<file path="src/rtl/pp_seq_mult_ctrl_pkg.sv">
// ---------------------------------------------------------------------------
// pp_mult_pkg
//
// Purpose:
//   Shared types and constants for the partial-product multiplier family.
//   Both the parallel array and the sequential controller use this package.
//   The array produces every row at once. The controller produces one row
//   per clock.
//
// Contents:
//   state_t      - controller state encoding (IDLE, RUN, DONE)
//   WIDTH_DEF    - default operand width
//   PROD_W       - product width for the default operand width
//   IDX_W        - row index width for the default operand width
//   idx_width()  - row index width for an arbitrary operand width
// ---------------------------------------------------------------------------
package pp_mult_pkg;

    typedef enum logic [1:0] {
        IDLE = 2'd0,
        RUN  = 2'd1,
        DONE = 2'd2
    } state_t;

    localparam int WIDTH_DEF = 8;
    localparam int PROD_W    = 2 * WIDTH_DEF;

    // A 1-bit operand still needs a 1-bit index, so the result never drops to 0.
    function automatic int idx_width(input int w);
        return (w > 1) ? $clog2(w) : 1;
    endfunction

    localparam int IDX_W = idx_width(WIDTH_DEF);

endpackage

</file>
<file path="src/rtl/pp_seq_mult_ctrl_if.sv">
// ---------------------------------------------------------------------------
// pp_seq_mult_ctrl_if
//
// Purpose:
//   Bundles the operand handshake, the product handshake and the status
//   outputs of the sequential multiplier controller.
//
// Signals:
//   in_valid   operand pair x/y valid                (source -> controller)
//   in_ready   controller can accept operands        (controller -> source)
//   x, y       multiplicand / multiplier, WIDTH bits (source -> controller)
//   out_valid  product valid                         (controller -> consumer)
//   out_ready  consumer accepts product              (consumer -> controller)
//   product    unsigned x*y, 2*WIDTH bits            (controller -> consumer)
//   busy       controller is in RUN or DONE
//   row_idx    index of the row being accumulated (debug)
//
// Modports:
//   slave   - the controller side
//   master  - the operand source / product consumer side
// ---------------------------------------------------------------------------
interface pp_seq_mult_ctrl_if
    import pp_mult_pkg::*;
#(
    parameter int WIDTH = WIDTH_DEF
);

    localparam int IW = idx_width(WIDTH);

    logic                 in_valid;
    logic                 in_ready;
    logic [WIDTH-1:0]     x;
    logic [WIDTH-1:0]     y;
    logic                 out_valid;
    logic                 out_ready;
    logic [2*WIDTH-1:0]   product;
    logic                 busy;
    logic [IW-1:0]        row_idx;

    modport slave (
        input  in_valid,
        input  x,
        input  y,
        input  out_ready,
        output in_ready,
        output out_valid,
        output product,
        output busy,
        output row_idx
    );

    modport master (
        output in_valid,
        output x,
        output y,
        output out_ready,
        input  in_ready,
        input  out_valid,
        input  product,
        input  busy,
        input  row_idx
    );

endinterface

</file>
<file path="src/rtl/pp_seq_mult_ctrl_row_gen.sv">
// ---------------------------------------------------------------------------
// pp_row_gen
//
// Purpose:
//   Combinational partial-product row generator. It passes the shifted
//   multiplicand through when the current multiplier bit is set and outputs
//   zero otherwise. The parallel array and the sequential controller both
//   use it, so their rows are bit-identical.
//
// Ports:
//   xs     input   W   shifted multiplicand (already zero padded)
//   y_bit  input   1   multiplier bit selecting this row
//   row    output  W   xs AND y_bit
// ---------------------------------------------------------------------------
module pp_row_gen #(
    parameter int W = 16
) (
    input  logic [W-1:0] xs,
    input  logic         y_bit,
    output logic [W-1:0] row
);

    assign row = xs & {W{y_bit}};

endmodule

</file>
<file path="src/rtl/pp_seq_mult_ctrl.sv">
// ---------------------------------------------------------------------------
// pp_seq_mult_ctrl
//
// Purpose:
//   Sequential partial-product multiplier controller. It accepts an operand
//   pair and then accumulates one row (x << i when y[i] is set) per clock.
//   The 2*WIDTH-bit product is returned over a valid/ready handshake. With
//   EARLY_TERM set, the run stops as soon as the remaining multiplier bits
//   are all zero.
//
// Parameters:
//   WIDTH       operand width; product is 2*WIDTH bits
//   EARLY_TERM  1 = stop once the remaining y bits are zero, 0 = WIDTH rows
//
// Ports:
//   clk    input   rising-edge clock for all state
//   rst_n  input   synchronous active-low reset
//   bus    slave   operand/product handshakes, busy and row_idx
//                  (see pp_seq_mult_ctrl_if)
// ---------------------------------------------------------------------------
module pp_seq_mult_ctrl
    import pp_mult_pkg::*;
#(
    parameter int WIDTH      = WIDTH_DEF,
    parameter bit EARLY_TERM = 1'b1
) (
    input  logic                 clk,
    input  logic                 rst_n,
    pp_seq_mult_ctrl_if.slave    bus
);

    localparam int PW = 2 * WIDTH;
    localparam int IW = idx_width(WIDTH);

    state_t            state;
    state_t            state_next;

    logic [PW-1:0]     xs;
    logic [WIDTH-1:0]  ys;
    logic [PW-1:0]     acc;
    logic [PW-1:0]     acc_next;
    logic [PW-1:0]     row;
    logic [PW-1:0]     product_r;
    logic [IW-1:0]     row_idx_r;
    logic              out_valid_r;
    logic              last_row;

    pp_row_gen #(
        .W (PW)
    ) u_row_gen (
        .xs    (xs),
        .y_bit (ys[0]),
        .row   (row)
    );

    // x is zero-extended into 2*WIDTH bits, so the sum of all rows is at most
    // (2^W-1)^2. The accumulator therefore can never overflow.
    assign acc_next = acc + row;

    // The row in flight is the last one when the index reaches the top bit.
    // With early termination, it is also the last one when nothing is left in
    // y after this row is consumed.
    assign last_row = (row_idx_r == IW'(WIDTH - 1)) ||
                      (EARLY_TERM && ((ys >> 1) == '0));

    always_ff @(posedge clk) begin
        if (!rst_n) begin
            state <= IDLE;
        end else begin
            state <= state_next;
        end
    end

    // in_ready comes from the state alone. DONE returns to IDLE before it can
    // accept again, so there is no same-cycle hand-off.
    always_comb begin
        state_next   = state;
        bus.in_ready = 1'b0;
        bus.busy     = 1'b0;
        unique case (state)
            IDLE: begin
                bus.in_ready = 1'b1;
                if (bus.in_valid) begin
                    state_next = RUN;
                end
            end
            RUN: begin
                bus.busy = 1'b1;
                if (last_row) begin
                    state_next = DONE;
                end
            end
            DONE: begin
                bus.busy = 1'b1;
                if (bus.out_ready) begin
                    state_next = IDLE;
                end
            end
            default: begin
                state_next = IDLE;
            end
        endcase
    end

    always_ff @(posedge clk) begin
        if (!rst_n) begin
            xs          <= '0;
            ys          <= '0;
            acc         <= '0;
            row_idx_r   <= '0;
            product_r   <= '0;
            out_valid_r <= 1'b0;
        end else begin
            unique case (state)
                IDLE: begin
                    if (bus.in_valid) begin
                        xs        <= {{WIDTH{1'b0}}, bus.x};
                        ys        <= bus.y;
                        acc       <= '0;
                        row_idx_r <= '0;
                    end
                end
                RUN: begin
                    acc       <= acc_next;
                    xs        <= xs << 1;
                    ys        <= ys >> 1;
                    row_idx_r <= row_idx_r + IW'(1);
                    if (last_row) begin
                        // Register the sum that includes this cycle's row,
                        // not the stale accumulator.
                        product_r   <= acc_next;
                        out_valid_r <= 1'b1;
                    end
                end
                DONE: begin
                    if (bus.out_ready) begin
                        out_valid_r <= 1'b0;
                    end
                end
                default: begin
                    out_valid_r <= 1'b0;
                end
            endcase
        end
    end

    assign bus.out_valid = out_valid_r;
    assign bus.product   = product_r;
    assign bus.row_idx   = row_idx_r;

endmodule
</file>
<file path="src/flat_wrapper.sv">
// flat-port wrapper written by rule: the top's interface ports become plain ports
module pp_seq_mult_ctrl_flat import pp_mult_pkg::*;
#(
    parameter int WIDTH      = WIDTH_DEF,
    parameter bit EARLY_TERM = 1'b1
)
  (clk, rst_n, bus_in_valid, bus_x, bus_y, bus_out_ready, bus_in_ready, bus_out_valid, bus_product, bus_busy, bus_row_idx);
  pp_seq_mult_ctrl_if #(.WIDTH(WIDTH)) bus_i ();
  input  logic clk;
  input  logic rst_n;
  input wire logic [$bits(bus_i.in_valid)-1:0] bus_in_valid;
  input wire logic [$bits(bus_i.x)-1:0] bus_x;
  input wire logic [$bits(bus_i.y)-1:0] bus_y;
  input wire logic [$bits(bus_i.out_ready)-1:0] bus_out_ready;
  output wire logic [$bits(bus_i.in_ready)-1:0] bus_in_ready;
  output wire logic [$bits(bus_i.out_valid)-1:0] bus_out_valid;
  output wire logic [$bits(bus_i.product)-1:0] bus_product;
  output wire logic [$bits(bus_i.busy)-1:0] bus_busy;
  output wire logic [$bits(bus_i.row_idx)-1:0] bus_row_idx;
  assign bus_i.in_valid = bus_in_valid;
  assign bus_i.x = bus_x;
  assign bus_i.y = bus_y;
  assign bus_i.out_ready = bus_out_ready;
  assign bus_in_ready = bus_i.in_ready;
  assign bus_out_valid = bus_i.out_valid;
  assign bus_product = bus_i.product;
  assign bus_busy = bus_i.busy;
  assign bus_row_idx = bus_i.row_idx;
  pp_seq_mult_ctrl #(.WIDTH(WIDTH), .EARLY_TERM(EARLY_TERM)) u_core (.clk(clk), .rst_n(rst_n), .bus(bus_i));
endmodule
</file>
<file path="config.mk">
export PLATFORM = sky130hd
export DESIGN_NAME = pp_seq_mult_ctrl_flat
export DESIGN_NICKNAME = d
export VERILOG_FILES = /design/src/rtl/pp_seq_mult_ctrl_pkg.sv /design/src/rtl/pp_seq_mult_ctrl_if.sv /design/src/rtl/pp_seq_mult_ctrl_row_gen.sv /design/src/rtl/pp_seq_mult_ctrl.sv /design/src/flat_wrapper.sv
export SDC_FILE = /design/constraint.sdc
export NUM_CORES = 1
export LEC_CHECK = 0
export CORE_MARGIN = 2
export CORE_UTILIZATION = 56
export CTS_CLUSTER_DIAMETER = 150
export DETAILED_ROUTE_END_ITERATION = 7
export PLACE_DENSITY = 0.78
export SYNTH_ARGS = -nofsm -noshare
export SYNTH_HDL_FRONTEND = slang
export SYNTH_HIERARCHICAL = 1
export SYNTH_SLANG_ARGS = --single-unit
</file>
<file path="constraint.sdc">
create_clock -name clk -period 2.8 [get_ports clk]
set_input_delay 0.56 -clock clk [delete_from_list [all_inputs] [get_ports clk]]
set_output_delay 0.56 -clock clk [all_outputs]
set_load 0.05 [all_outputs]
</file>
==> flow_metrics.py, run 1 <==
metrics = {
    "die": {
        "die-height_um": 81.7,
        "rows": 28,
        "core_area_um2": 5890,
        "io_pins": 42,
        "dieWidth_um": 81.7,
        "die_area_um2": 6670,
        "floorplan.initialDensity_pct": 57.4,
    },
    "global_routing": {
        "globalRouteTotalUtil_pct": 27.6,
        "globalRouteOverflowTotal": 0,
        "grt_pass1_wl_um": 14100,
        "antenna_found_initial": 0,
        "grt_pass1_vias": 2902,
        "grt_start_max_net_pins": 29,
    },
    "logic_synthesis": {
        "yosysWarningCount": 6,
        "synth-main-ff-cell": "sky130_fd_sc_hd__dfxtp_1",
        "area_of_the_mapped_netlist_um2": 3380,
        "total_of_flip_flops_plus_latches_after_synthesis": 62,
        "yosysUniqueCellTypes": 50,
        "syn_inst": 402,
        "post_synth_edffs": 0,
        "synth_area_per_cell_um2": 8.40,
        "syn-num-nets": 443,
        "synthArstFlopShare_pct": 0,
        "synth-seq-area-share_pct": 36.8,
    },
    "sta": {
        "max_slew_headroom_at_the_worst_pin_pct": 52.6,
        "achievable-frequency_ghz": 0.387,
        "fin_skew_ns": 0.00883,
        "slew_viol_final": 0,
        "final_setup_violations": 0,
        "timing_worst_slew_pin_value_ns": 0.709,
        "rsz0062_at_grt": "no",
        "totalNegativeSetupSlack_ns": 0,
        "final.period_utilization_pct": 92.3,
        "hold_viol_final": 0,
        "period_minus_slack_ns": 2.58,
        "holdWs_ns": 0.456,
    },
    "power_and_ir_drop": {
        "power_frac_seq_pct": 41.8,
        "p_sw_share_pct": 33.5,
        "power_frac_comb_pct": 26.0,
        "cellLeakagePower_uw": 0.00157,
        "part_of_the_total_power_dissipated_in_the_clock_network_pct": 32.1,
        "report.power.total_uw": 2400,
        "power-per-cell-area_nw_per_um2": 587,
        "power.net_switching_uw": 804,
        "max-vdd-ir-drop_uv": 381,
        "cell_internal_pwr_uw": 1600,
    },
    "clock_network": {
        "cts.root.buffer_cell": "sky130_fd_sc_hd__clkbuf_8",
        "clk_path_buf_depth": 2,
        "post_cts.repair.setup_buffers": 0,
        "clk-insertion-delay-late_ns": 0.34,
        "cts_inserted_buffers": 9,
        "cts.clk_slew.worst_paths_ns": 0.07,
        "cts.htree.levels": 3,
        "cts_num_sinks": 62,
        "cts_tree": "built",
    },
    "routing": {
        "drt_pre_antenna_iters": 5,
        "post_drt_via_cell_ratio": 6.02,
        "detail-route-antenna-nets": 0,
        "drc": 0,
        "routedWlPerCell_um": 16.4,
        "initialDrtViolationCount": 392,
        "via_count": 3163,
        "drt_wl_total_um": 8600,
    },
    "placed_design": {
        "count_of_input_and_output_buffers": 41,
        "hpwl_um": 6120,
        "placedCellCount": 509,
        "finalWeightedCongestion": 0.988,
    },
    "setup_path": {
        "cp-end-kind": "flip-flop",
        "worst_path_largest_cell_delay_ns": 0.41,
        "path_cells": "and2_2 > ha_1 > fa_1 > a21o_1 > a221o_1 > a22oi_1 > mux2i_1 > a311o_1",
        "timing.rr.start": "u_core/ys[0]$_SDFFE_PN0P_",
        "critical_path.startpoint_type": "flip-flop",
        "worst-endpoint-arrival_ns": 2.81,
        "worstSetupStartpoint": "u_core/ys[0]$_SDFFE_PN0P_",
        "timing.critical_path.fanout_max": 11,
        "setup.worst_path.class": "flip-flop to flip-flop",
        "critical-path-slowest-cell": "sky130_fd_sc_hd__fa_1",
        "timing.critical_path.required_ns": 3.02,
    },
    "worst_hold_path": {
        "worst_hold_startpoint": "u_core/bus.product[1]$_SDFFE_PN0P_",
        "hold_path_class": "flip-flop to flip-flop",
    },
    "cells_and_area": {
        "antenna_cells_inserted": 0,
        "multi_input_area_um2": 2030,
        "layout-drive-gt1-share_pct": 10.2,
        "syn2layout_area_growth_pct": 21.1,
        "final_nets": 486,
        "fillCellCount": 495,
        "seqCellArea_um2": 1240,
        "layoutNonFillerInstCount": 525,
        "layout.core_utilization_pct": 69.5,
    },
    "status": {
        "status": "finished, final reports clean",
    },
    "job": {
        "timing.max_cap.violations": 0,
    },
}
[critical path: cells and delay by family (launching register included)]
kind                       cells  cell delay (ns)
muxes                          1             0.11
adders and majority gates      2             0.61
and+or+nand+nor                1             0.20
DFF                            1             0.38
AOI/OAI and AO/OA              4             1.18
[cell usage after synthesis, types with 2 or more instances]
cell type	count	share of area (%)
sky130_fd_sc_hd__a2111o_1	2	0.67
sky130_fd_sc_hd__a211oi_1	18	4.0
sky130_fd_sc_hd__a21o_1	3	0.67
sky130_fd_sc_hd__a21oi_1	30	4.4
sky130_fd_sc_hd__a221oi_1	3	0.78
sky130_fd_sc_hd__a22oi_1	16	3.6
sky130_fd_sc_hd__a32oi_1	2	0.52
sky130_fd_sc_hd__and2_1	5	0.93
sky130_fd_sc_hd__and2_2	12	2.7
sky130_fd_sc_hd__and3_1	5	0.93
sky130_fd_sc_hd__buf_1	3	0.33
sky130_fd_sc_hd__buf_2	3	0.44
sky130_fd_sc_hd__clkbuf_1	16	1.8
sky130_fd_sc_hd__dfxtp_1	62	37
sky130_fd_sc_hd__ha_1	20	7.4
sky130_fd_sc_hd__inv_1	6	0.67
sky130_fd_sc_hd__mux2i_1	17	5.0
sky130_fd_sc_hd__nand2_1	39	4.3
sky130_fd_sc_hd__nand2b_1	3	0.56
sky130_fd_sc_hd__nand3_1	20	3.0
sky130_fd_sc_hd__nor2_1	47	5.2
sky130_fd_sc_hd__nor2b_1	2	0.37
sky130_fd_sc_hd__nor3_1	4	0.59
sky130_fd_sc_hd__nor4_1	2	0.37
sky130_fd_sc_hd__o2111ai_1	2	0.52
sky130_fd_sc_hd__o211ai_1	3	0.67
sky130_fd_sc_hd__o21a_1	5	1.1
sky130_fd_sc_hd__o21ai_0	16	2.4
sky130_fd_sc_hd__o311ai_0	2	0.52
sky130_fd_sc_hd__o31ai_1	5	1.1
sky130_fd_sc_hd__or3_1	3	0.56
sky130_fd_sc_hd__or4_1	2	0.44
sky130_fd_sc_hd__xnor2_1	5	1.3
sky130_fd_sc_hd__xor2_1	3	0.78
[cells by family after synthesis]
family	Yosys count	share of synthesized area [%]
AND/OR/NAND/NOR	151	21.6
buffers and inverters	29	3.56
AO/OA/AOI/OAI	114	22.9
multiplexers	17	5.04
adder cells (fa/ha/maj)	21	8.00
XOR/XNOR	8	2.07
flip-flops	62	36.8
[state kept, by name (all words and copies together), names as in the netlist]
signal,cells
u_core/bus.out_valid,1
u_core/state,2
u_core/acc,16
u_core/xs,16
u_core/bus.row_idx,3
u_core/bus.product,16
u_core/ys,8
[through the flow]
step	instance area, um^2	setup WS [ns]
after floorplan	3380	0.419
final	4090	0.215
after global routing	4090	0.0848
after detailed placement	3890	0.237
after CTS	4080	0.213
after global placement	3890	0.302
[final timing paths]
kind / to / depth (start not counted) / slack (ns)
worst min register to register: u_core/bus.product[1]$_SDFFE_PN0P_ / 2 / 0.46
worst min-delay path: u_core/bus.product[1]$_SDFFE_PN0P_ / 2 / 0.46
worst max-delay path: u_core/bus.product[12]$_SDFFE_PN0P_ / 8 / 0.22
worst max register to register: u_core/bus.product[12]$_SDFFE_PN0P_ / 8 / 0.22
[per-layer routing]
metal | wire (um) | vias up | GRT usage (%)
met4 | 160 | 0 | 11.3
met1 | 4090 | 1460 | 39.4
li1 | - | 1548 | -
met2 | 3720 | 137 | 41.2
met5 | 0 | - | 0
met3 | 626 | 18 | 4.84
[cell type report]
class	count	area share, %
tap	75	2.29
multi-input combinational	311	49.5
timing repair buffer	55	12.6
clock inverter	5	1.44
sequential	62	30.4
inverter	6	0.551
clock buffer	11	3.21
[cells in the final DEF, fill, tap and decap left out, types with 3 or more instances in the layout]
cell type,instances
sky130_fd_sc_hd__nand2_1,39
sky130_fd_sc_hd__or3_1,3
sky130_fd_sc_hd__a21o_1,3
sky130_fd_sc_hd__clkbuf_8,9
sky130_fd_sc_hd__clkdlybuf4s50_1,41
sky130_fd_sc_hd__and2_1,5
sky130_fd_sc_hd__inv_1,6
sky130_fd_sc_hd__a22oi_1,16
sky130_fd_sc_hd__a211oi_1,18
sky130_fd_sc_hd__o31ai_1,5
sky130_fd_sc_hd__and2_2,12
sky130_fd_sc_hd__nor2_1,47
sky130_fd_sc_hd__nor3_1,4
sky130_fd_sc_hd__nand3_1,20
sky130_fd_sc_hd__o21a_1,5
sky130_fd_sc_hd__and3_1,5
sky130_fd_sc_hd__a21oi_1,30
sky130_fd_sc_hd__xnor2_1,5
sky130_fd_sc_hd__dfxtp_1,62
sky130_fd_sc_hd__xor2_1,3
sky130_fd_sc_hd__ha_1,20
sky130_fd_sc_hd__o211ai_1,3
sky130_fd_sc_hd__nand2b_1,3
sky130_fd_sc_hd__mux2i_1,17
sky130_fd_sc_hd__o21ai_0,15
sky130_fd_sc_hd__buf_4,14
[what timing repair did]
action / 4_1_cts / 5_1_grt
hold buffers: 0 / 0
gates resized for setup: 0 / 1
setup endpoints to repair: 0 / 1
[power groups by stage]
stage / registers (uW) / logic (uW) / clock network [uW]
after CTS: 1000 / 621 / 780
final: 1000 / 625 / 772
after global routing: 1010 / 682 / 813
after global placement: 1020 / 605 / 0
after floorplan: 1030 / 422 / 0
after detailed placement: 1020 / 615 / 0
(Power assumes the default switching activity.)
==> run 2, diff against run 1 <==
--- a/config.mk
+++ b/config.mk
@@ -5,6 +5,7 @@
 export SDC_FILE = /design/constraint.sdc
 export NUM_CORES = 1
 export LEC_CHECK = 0
+export CAP_MARGIN = 20
 export CORE_MARGIN = 2
 export CORE_UTILIZATION = 56
 export CTS_CLUSTER_DIAMETER = 150
==> results of run 2 <==
Same layout as run 1: the final DEF is identical, and so are final timing and power.
